File: src/rtl/tomasulo_pkg.sv
// Shared Tomasulo core definitions: width helpers, arbitration modes and the
// CDB broadcast slot record.
package tomasulo_pkg;

  localparam int ARB_RR    = 0;
  localparam int ARB_FIXED = 1;

  // Widths of the default core configuration, used by cdb_slot_t.
  localparam int CORE_XLEN   = 32;
  localparam int CORE_TAG_W  = 4;
  localparam int CORE_RSI_W  = 2;
  localparam int CORE_FID_W  = 2;

  // $clog2 that never returns zero, so a one-entry structure still gets a bit.
  function automatic int clog2_min1(input int n);
    return (n > 1) ? $clog2(n) : 1;
  endfunction

  function automatic int tag_w(input int rob_depth);
    return clog2_min1(rob_depth);
  endfunction

  function automatic int rsi_w(input int rs_depth);
    return clog2_min1(rs_depth);
  endfunction

  function automatic int fu_id_w(input int num_fu);
    return clog2_min1(num_fu);
  endfunction

  // One broadcast slot as snooped by the ROB and reservation stations.
  typedef struct packed {
    logic                  valid;
    logic [CORE_TAG_W-1:0] tag;
    logic [CORE_XLEN-1:0]  value;
    logic [CORE_FID_W-1:0] fu_id;
    logic [CORE_RSI_W-1:0] rs_idx;
  } cdb_slot_t;

endpackage

File: src/rtl/multi_grant_arbiter.sv
// Combinational multi-grant arbiter: picks up to G requesters per cycle,
// scanning from ptr (round-robin) or from 0 (fixed priority), and reports the
// pointer value that follows the last granted requester.
module multi_grant_arbiter
  import tomasulo_pkg::*;
#(
  parameter int N    = 3,
  parameter int G    = 1,
  parameter int MODE = ARB_RR,
  parameter int IW   = 2
) (
  input  logic [N-1:0]         req,
  input  logic [IW-1:0]        ptr,
  output logic [G-1:0]         grant_valid,
  output logic [G-1:0][N-1:0]  grant_oh,
  output logic [G-1:0][IW-1:0] grant_idx,
  output logic [N-1:0]         grant_any,
  output logic [IW-1:0]        next_ptr
);

  int   start;
  int   pos;
  int   slot;
  int   last;
  logic hit;

  // Scan requesters in priority order, filling slots 0..G-1 with the first hits.
  always_comb begin
    grant_valid = '0;
    grant_oh    = '0;
    grant_idx   = '0;
    grant_any   = '0;
    next_ptr    = ptr;
    start       = (MODE == ARB_RR) ? int'(ptr) : 0;
    pos         = 0;
    slot        = 0;
    last        = -1;
    hit         = 1'b0;
    for (int k = 0; k < N; k++) begin
      pos = start + k;
      if (pos >= N) pos = pos - N;
      hit = 1'b0;
      for (int j = 0; j < N; j++) begin
        if (j == pos && req[j]) hit = 1'b1;
      end
      if (hit && slot < G) begin
        for (int s = 0; s < G; s++) begin
          if (s == slot) begin
            grant_valid[s] = 1'b1;
            grant_idx[s]   = IW'(pos);
            for (int j = 0; j < N; j++) begin
              if (j == pos) grant_oh[s][j] = 1'b1;
            end
          end
        end
        for (int j = 0; j < N; j++) begin
          if (j == pos) grant_any[j] = 1'b1;
        end
        last = pos;
        slot = slot + 1;
      end
    end
    if (MODE != ARB_RR) next_ptr = '0;
    else if (last >= 0) next_ptr = (last + 1 >= N) ? '0 : IW'(last + 1);
  end

endmodule

File: src/rtl/cdb_writeback_arbiter.sv
// CDB write-back stage: one holding register per execution unit, arbitration
// onto NUM_CDB broadcast slots, registered broadcast and a saturating count.
//
// Handshake: an FU result transfers on a rising edge where fu_valid[i] and
// fu_ready[i] are both high. fu_ready[i] is combinational: high when not
// flushing and the FU's hold is empty or being granted this cycle, so a
// granted FU may hand over its next result in the same cycle.
module cdb_writeback_arbiter
  import tomasulo_pkg::*;
#(
  parameter  int NUM_FU    = 3,
  parameter  int NUM_CDB   = 1,
  parameter  int XLEN      = 32,
  parameter  int ROB_DEPTH = 16,
  parameter  int RS_DEPTH  = 4,
  parameter  int ARB_MODE  = ARB_RR,
  localparam int TAG_W     = tag_w(ROB_DEPTH),
  localparam int RSI_W     = rsi_w(RS_DEPTH),
  localparam int FID_W     = fu_id_w(NUM_FU)
) (
  input  logic                     clk,
  input  logic                     rst_n,
  input  logic                     flush,
  input  logic [NUM_FU-1:0]        fu_valid,
  output logic [NUM_FU-1:0]        fu_ready,
  input  logic [NUM_FU*TAG_W-1:0]  fu_tag,
  input  logic [NUM_FU*XLEN-1:0]   fu_value,
  input  logic [NUM_FU*RSI_W-1:0]  fu_rs_idx,
  output logic [NUM_CDB-1:0]       cdb_valid,
  output logic [NUM_CDB*TAG_W-1:0] cdb_tag,
  output logic [NUM_CDB*XLEN-1:0]  cdb_value,
  output logic [NUM_CDB*FID_W-1:0] cdb_fu_id,
  output logic [NUM_CDB*RSI_W-1:0] cdb_rs_idx,
  output logic [31:0]              bcast_count
);

  logic [NUM_FU-1:0]                  hold_v;
  logic [NUM_FU-1:0][TAG_W-1:0]       hold_tag;
  logic [NUM_FU-1:0][XLEN-1:0]        hold_value;
  logic [NUM_FU-1:0][RSI_W-1:0]       hold_rs;
  logic [NUM_FU-1:0][TAG_W-1:0]       fu_tag_a;
  logic [NUM_FU-1:0][XLEN-1:0]        fu_value_a;
  logic [NUM_FU-1:0][RSI_W-1:0]       fu_rs_a;
  logic [FID_W-1:0]                   rr_ptr;
  logic [FID_W-1:0]                   rr_ptr_next;
  logic [NUM_FU-1:0]                  arb_req;
  logic [NUM_FU-1:0]                  grant_any;
  logic [NUM_FU-1:0]                  accept;
  logic [NUM_CDB-1:0]                 grant_valid;
  logic [NUM_CDB-1:0][NUM_FU-1:0]     grant_oh;
  logic [NUM_CDB-1:0][FID_W-1:0]      grant_idx;
  logic [NUM_CDB-1:0][TAG_W-1:0]      slot_tag;
  logic [NUM_CDB-1:0][XLEN-1:0]       slot_value;
  logic [NUM_CDB-1:0][RSI_W-1:0]      slot_rs;
  logic [31:0]                        grant_cnt;

  assign fu_tag_a   = fu_tag;
  assign fu_value_a = fu_value;
  assign fu_rs_a    = fu_rs_idx;

  // A flush cycle neither grants nor accepts anything.
  assign arb_req  = flush ? '0 : hold_v;
  assign fu_ready = {NUM_FU{~flush}} & (~hold_v | grant_any);
  assign accept   = fu_valid & fu_ready;

  multi_grant_arbiter #(
    .N    (NUM_FU),
    .G    (NUM_CDB),
    .MODE (ARB_MODE),
    .IW   (FID_W)
  ) u_arb (
    .req         (arb_req),
    .ptr         (rr_ptr),
    .grant_valid (grant_valid),
    .grant_oh    (grant_oh),
    .grant_idx   (grant_idx),
    .grant_any   (grant_any),
    .next_ptr    (rr_ptr_next)
  );

  // Route each granted hold onto its slot and count this cycle's broadcasts.
  always_comb begin
    slot_tag   = '0;
    slot_value = '0;
    slot_rs    = '0;
    grant_cnt  = '0;
    for (int s = 0; s < NUM_CDB; s++) begin
      grant_cnt = grant_cnt + 32'(grant_valid[s]);
      for (int j = 0; j < NUM_FU; j++) begin
        if (grant_oh[s][j]) begin
          slot_tag[s]   = slot_tag[s]   | hold_tag[j];
          slot_value[s] = slot_value[s] | hold_value[j];
          slot_rs[s]    = slot_rs[s]    | hold_rs[j];
        end
      end
    end
  end

  // Holding registers and round-robin pointer; an accept overrides the grant clear.
  always_ff @(posedge clk or negedge rst_n) begin
    if (!rst_n) begin
      hold_v     <= '0;
      hold_tag   <= '0;
      hold_value <= '0;
      hold_rs    <= '0;
      rr_ptr     <= '0;
    end else if (flush) begin
      hold_v <= '0;
      rr_ptr <= '0;
    end else begin
      rr_ptr <= rr_ptr_next;
      for (int i = 0; i < NUM_FU; i++) begin
        if (accept[i]) begin
          hold_v[i]     <= 1'b1;
          hold_tag[i]   <= fu_tag_a[i];
          hold_value[i] <= fu_value_a[i];
          hold_rs[i]    <= fu_rs_a[i];
        end else if (grant_any[i]) begin
          hold_v[i] <= 1'b0;
        end
      end
    end
  end

  // Registered broadcast; idle slots keep their last payload with valid low.
  always_ff @(posedge clk or negedge rst_n) begin
    if (!rst_n) begin
      cdb_valid   <= '0;
      cdb_tag     <= '0;
      cdb_value   <= '0;
      cdb_fu_id   <= '0;
      cdb_rs_idx  <= '0;
      bcast_count <= '0;
    end else begin
      for (int s = 0; s < NUM_CDB; s++) begin
        cdb_valid[s] <= grant_valid[s];
        if (grant_valid[s]) begin
          cdb_tag[s*TAG_W +: TAG_W]    <= slot_tag[s];
          cdb_value[s*XLEN +: XLEN]    <= slot_value[s];
          cdb_fu_id[s*FID_W +: FID_W]  <= grant_idx[s];
          cdb_rs_idx[s*RSI_W +: RSI_W] <= slot_rs[s];
        end
      end
      if (grant_cnt > (32'hFFFF_FFFF - bcast_count)) bcast_count <= 32'hFFFF_FFFF;
      else bcast_count <= bcast_count + grant_cnt;
    end
  end

endmodule
File: config.mk
export PLATFORM = sky130hd
export DESIGN_NAME = cdb_writeback_arbiter
export DESIGN_NICKNAME = d
export VERILOG_FILES = /design/src/rtl/tomasulo_pkg.sv /design/src/rtl/multi_grant_arbiter.sv /design/src/rtl/cdb_writeback_arbiter.sv
export SDC_FILE = /design/constraint.sdc
export NUM_CORES = 1
export LEC_CHECK = 0
export CAP_MARGIN = 10
export CORE_MARGIN = 4
export CORE_UTILIZATION = 51
export DETAILED_ROUTE_END_ITERATION = 6
export PLACE_DENSITY = 0.85
export SLEW_MARGIN = 30
export SYNTH_ARGS = -nofsm -noshare
export SYNTH_HDL_FRONTEND = slang
export SYNTH_SLANG_ARGS = --single-unit
export TNS_END_PERCENT = 50
File: constraint.sdc
create_clock -name clk -period 3.9 [get_ports clk]
set_input_delay 0.39 -clock clk [delete_from_list [all_inputs] [get_ports clk]]
set_output_delay 0.39 -clock clk [all_outputs]
set_load 0.1 [all_outputs]
==> out/qor.csv <==
metric;value;unit
status;finished with violations;
failed_checks;negative hold slack;
irDropWorstVdd;0.691;mV
track_usage;23.0;%
die_x;139;um
async_flop_share;100;%
drive_gt1_share;16.5;%
rrSetupSlack;0.53;ns
dp_hpwl;14500;um
syn-num-nets;866;
syn_inst;733;
path_cells;inv_1 -> ha_1 -> nand2b_1 -> nand3_1 -> buf_4 -> mux2_1 -> a21oi_4 -> nor2_1 -> nor2_1 -> buf_12;
hold_buffers;0;
routed_wl;22100;um
grt_overflow;0;
fin_skew;0.0210;ns
ys_warn_count;0;
yosysTopAreaCellShare;55.0;%
final_nets;1054;
cpMostUsedCell;nor2_1;
hold_violations;2;
drt-initial-drc-count;444;
arrival;3.10;ns
reg2reg_depth;15;
routed_via_density;5.58;
netlist_top_cells_count;dfrtp_1 (192), nand2_1 (85), mux2_2 (74);
min_period_over_period;89.4;%
period_needed;3.49;ns
wl_per_cell;19.2;um
cts_resized;0;
synth_seq_cells;192;
io_buffers;195;
initial_core_util;52.3;%
clk_pin_slew_worst_paths;0.07;ns
antenna_found_initial;0;
num_vias;6442;
yosysUniqueCellTypes;56;
root_buffer;clkbuf_16;
maxSlewHeadroom;31.1;%
max_freq;287;MHz
p_leak;5.24;nW
io_pins;196;
critPathMaxStageDelay;0.52;ns
cts_max_path_buffers;2;
num_rows;47;
slowest_stage;ha_1;
h-tree-depth;4;
cts_inserted_buffers;17;
fin_tns_setup;0;ns
fill_cells;1253;
gp_congestion;0.871;
grt_pass1_vias;6781;
hold_ws;-0.00757;ns
hp-class;in2async;
synth.most_common_cell;dfrtp_1;
rsz0062_at_grt;no;
internal-power;5.09;mW
fin_util;69.3;%
synth_area;8740;sq um
avgSynthCellArea;11.9;sq um
p_per_area;796;nW/um^2
grt_max_degree;86;
diodes;0;
r2r_end;bcast_count[26]$_DFF_PN0_;
start_kind;flop;
dr.pass1.iters;5;
r2r-start;rr_ptr[1]$_DFFE_PN0P_;
core_area;16700;sq um
drcViolationCount;0;
cts_tree;built;
clock_sinks;192;
synth_edf_count;0;
yosys-top-cells-area;dfrtp_1 (55%), mux2_2 (9.5%), a221o_1 (4.5%);
synth_ff_type;dfrtp_1;
combPwrFrac;47.1;%
maxCapViolations;0;
synth_seq_area_share;55.0;%
clkPwrFrac;19.8;%
worstPathMaxFanout;12;
cts_setup_buffers;0;
p_switching;4.12;mW
worst_pin_slew;1.03;ns
setup_viol;0;
die_h;139;um
worstPathRequired;3.51;ns
p_sw_share;44.7;%
synth.largest_area_cell;dfrtp_1;
path_buf_inv;3;
slew_violations;0;
area_growth_syn_to_layout;32.4;%
seqPwrFrac;33.1;%
critPathCaptureType;output pin;
die_area;19300;sq um
clkLatencyLatePin;0.43;ns
grt_pass1_wl;35600;um
crit_type;reg2out;
crit_family;simple AND/OR/NAND/NOR gates;
antenna_left;0;
cell families after synthesis:
logic type | count (synthesis) | share of synthesized area (%)
buf+inv | 93 | 5.01
mux | 115 | 15.7
simple gates | 169 | 9.38
xor+xnor | 27 | 2.71
compound gates | 124 | 10.4
fa+ha+maj | 13 | 1.86
flops | 192 | 55.0
through the flow:
stage / instance area (sq um) / instances / power (mW) / hold WS (ns) / setup WS (ns)
global route: 11600 / 1154 / 9.64 / 0.0474 / 0.210
detailed placement: 11000 / 1122 / 7.40 / 0.474 / 0.598
CTS: 11600 / 1154 / 9.26 / 0.0207 / 0.418
global placement: 11000 / 1122 / 7.30 / 0.468 / 0.735
finish: 11600 / 1154 / 9.21 / -0.00757 / 0.413
floorplan: 8740 / 733 / 6.20 / 0.0944 / 0.100
cell usage in the layout (no fill, tap or decap), types with 12 or more instances in the layout:
cell type / Yosys / layout
dfrtp_1: 192 / 192
ha_1: 13 / 13
nand2_1: 85 / 85
clkbuf_16: 0 / 17
mux2_2: 74 / 74
o21ai_0: 46 / 46
xor2_1: 15 / 15
mux2_1: 21 / 21
xnor2_1: 12 / 12
nor2_1: 18 / 17
nand3_1: 15 / 15
clkdlybuf4s50_1: 0 / 190
a221o_1: 39 / 39
inv_1: 52 / 52
buf_4: 4 / 12
mux2_4: 20 / 20
state kept, by name, summed over array words and instances, names as in the netlist:
register	flops
rr_ptr	2
cdb_fu_id	2
cdb_valid	1
bcast_count	32
cdb_rs_idx	2
cdb_tag	4
hold_tag	12
hold_v	3
hold_rs	6
hold_value	96
cdb_value	32
per-layer routing:
| metal | wire length, um | global-route usage, % | up-vias |
|---|---|---|---|
| li1 | - | - | 2952 |
| met1 | 9460 | 30.3 | 3230 |
| met2 | 10700 | 37.1 | 225 |
| met3 | 1410 | 6.10 | 35 |
| met4 | 531 | 8.19 | 0 |
| met5 | 0 | 0 | - |
worst max path at each step:
stage	end	start	cells after the start	slack, ns
after global placement	bcast_count[26]$_DFF_PN0_	rr_ptr[1]$_DFFE_PN0P_	15	0.74
after floorplan	fu_ready[0]	rr_ptr[0]$_DFFE_PN0P_	10	0.10
after CTS	fu_ready[0]	rr_ptr[0]$_DFFE_PN0P_	10	0.42
after global routing	fu_ready[0]	rr_ptr[1]$_DFFE_PN0P_	10	0.21
after detailed placement	bcast_count[26]$_DFF_PN0_	rr_ptr[0]$_DFFE_PN0P_	15	0.60
final	fu_ready[0]	rr_ptr[1]$_DFFE_PN0P_	10	0.41
area by class of cell:
class,count,area (sq um),share of cell area [%]
Clock buffer,19,443,3.83
Multi-Input combinational cell,448,3550,30.7
Clock inverter,13,176,1.52
Inverter,52,195,1.69
Timing Repair Buffer,210,2130,18.4
Sequential cell,192,4800,41.5
Tap cell,220,275,2.38
power groups by stage:
stage                     Sequential, mW  Combinational [mW]  Clock [mW]
after detailed placement            3.06                4.34           0
after global placement              3.04                4.26           0
after CTS                           3.04                4.37        1.85
final                               3.05                4.34        1.82
after global routing                3.12                4.58        1.94
after floorplan                     4.70                1.50           0
Power figures use the tool's default switching activity.
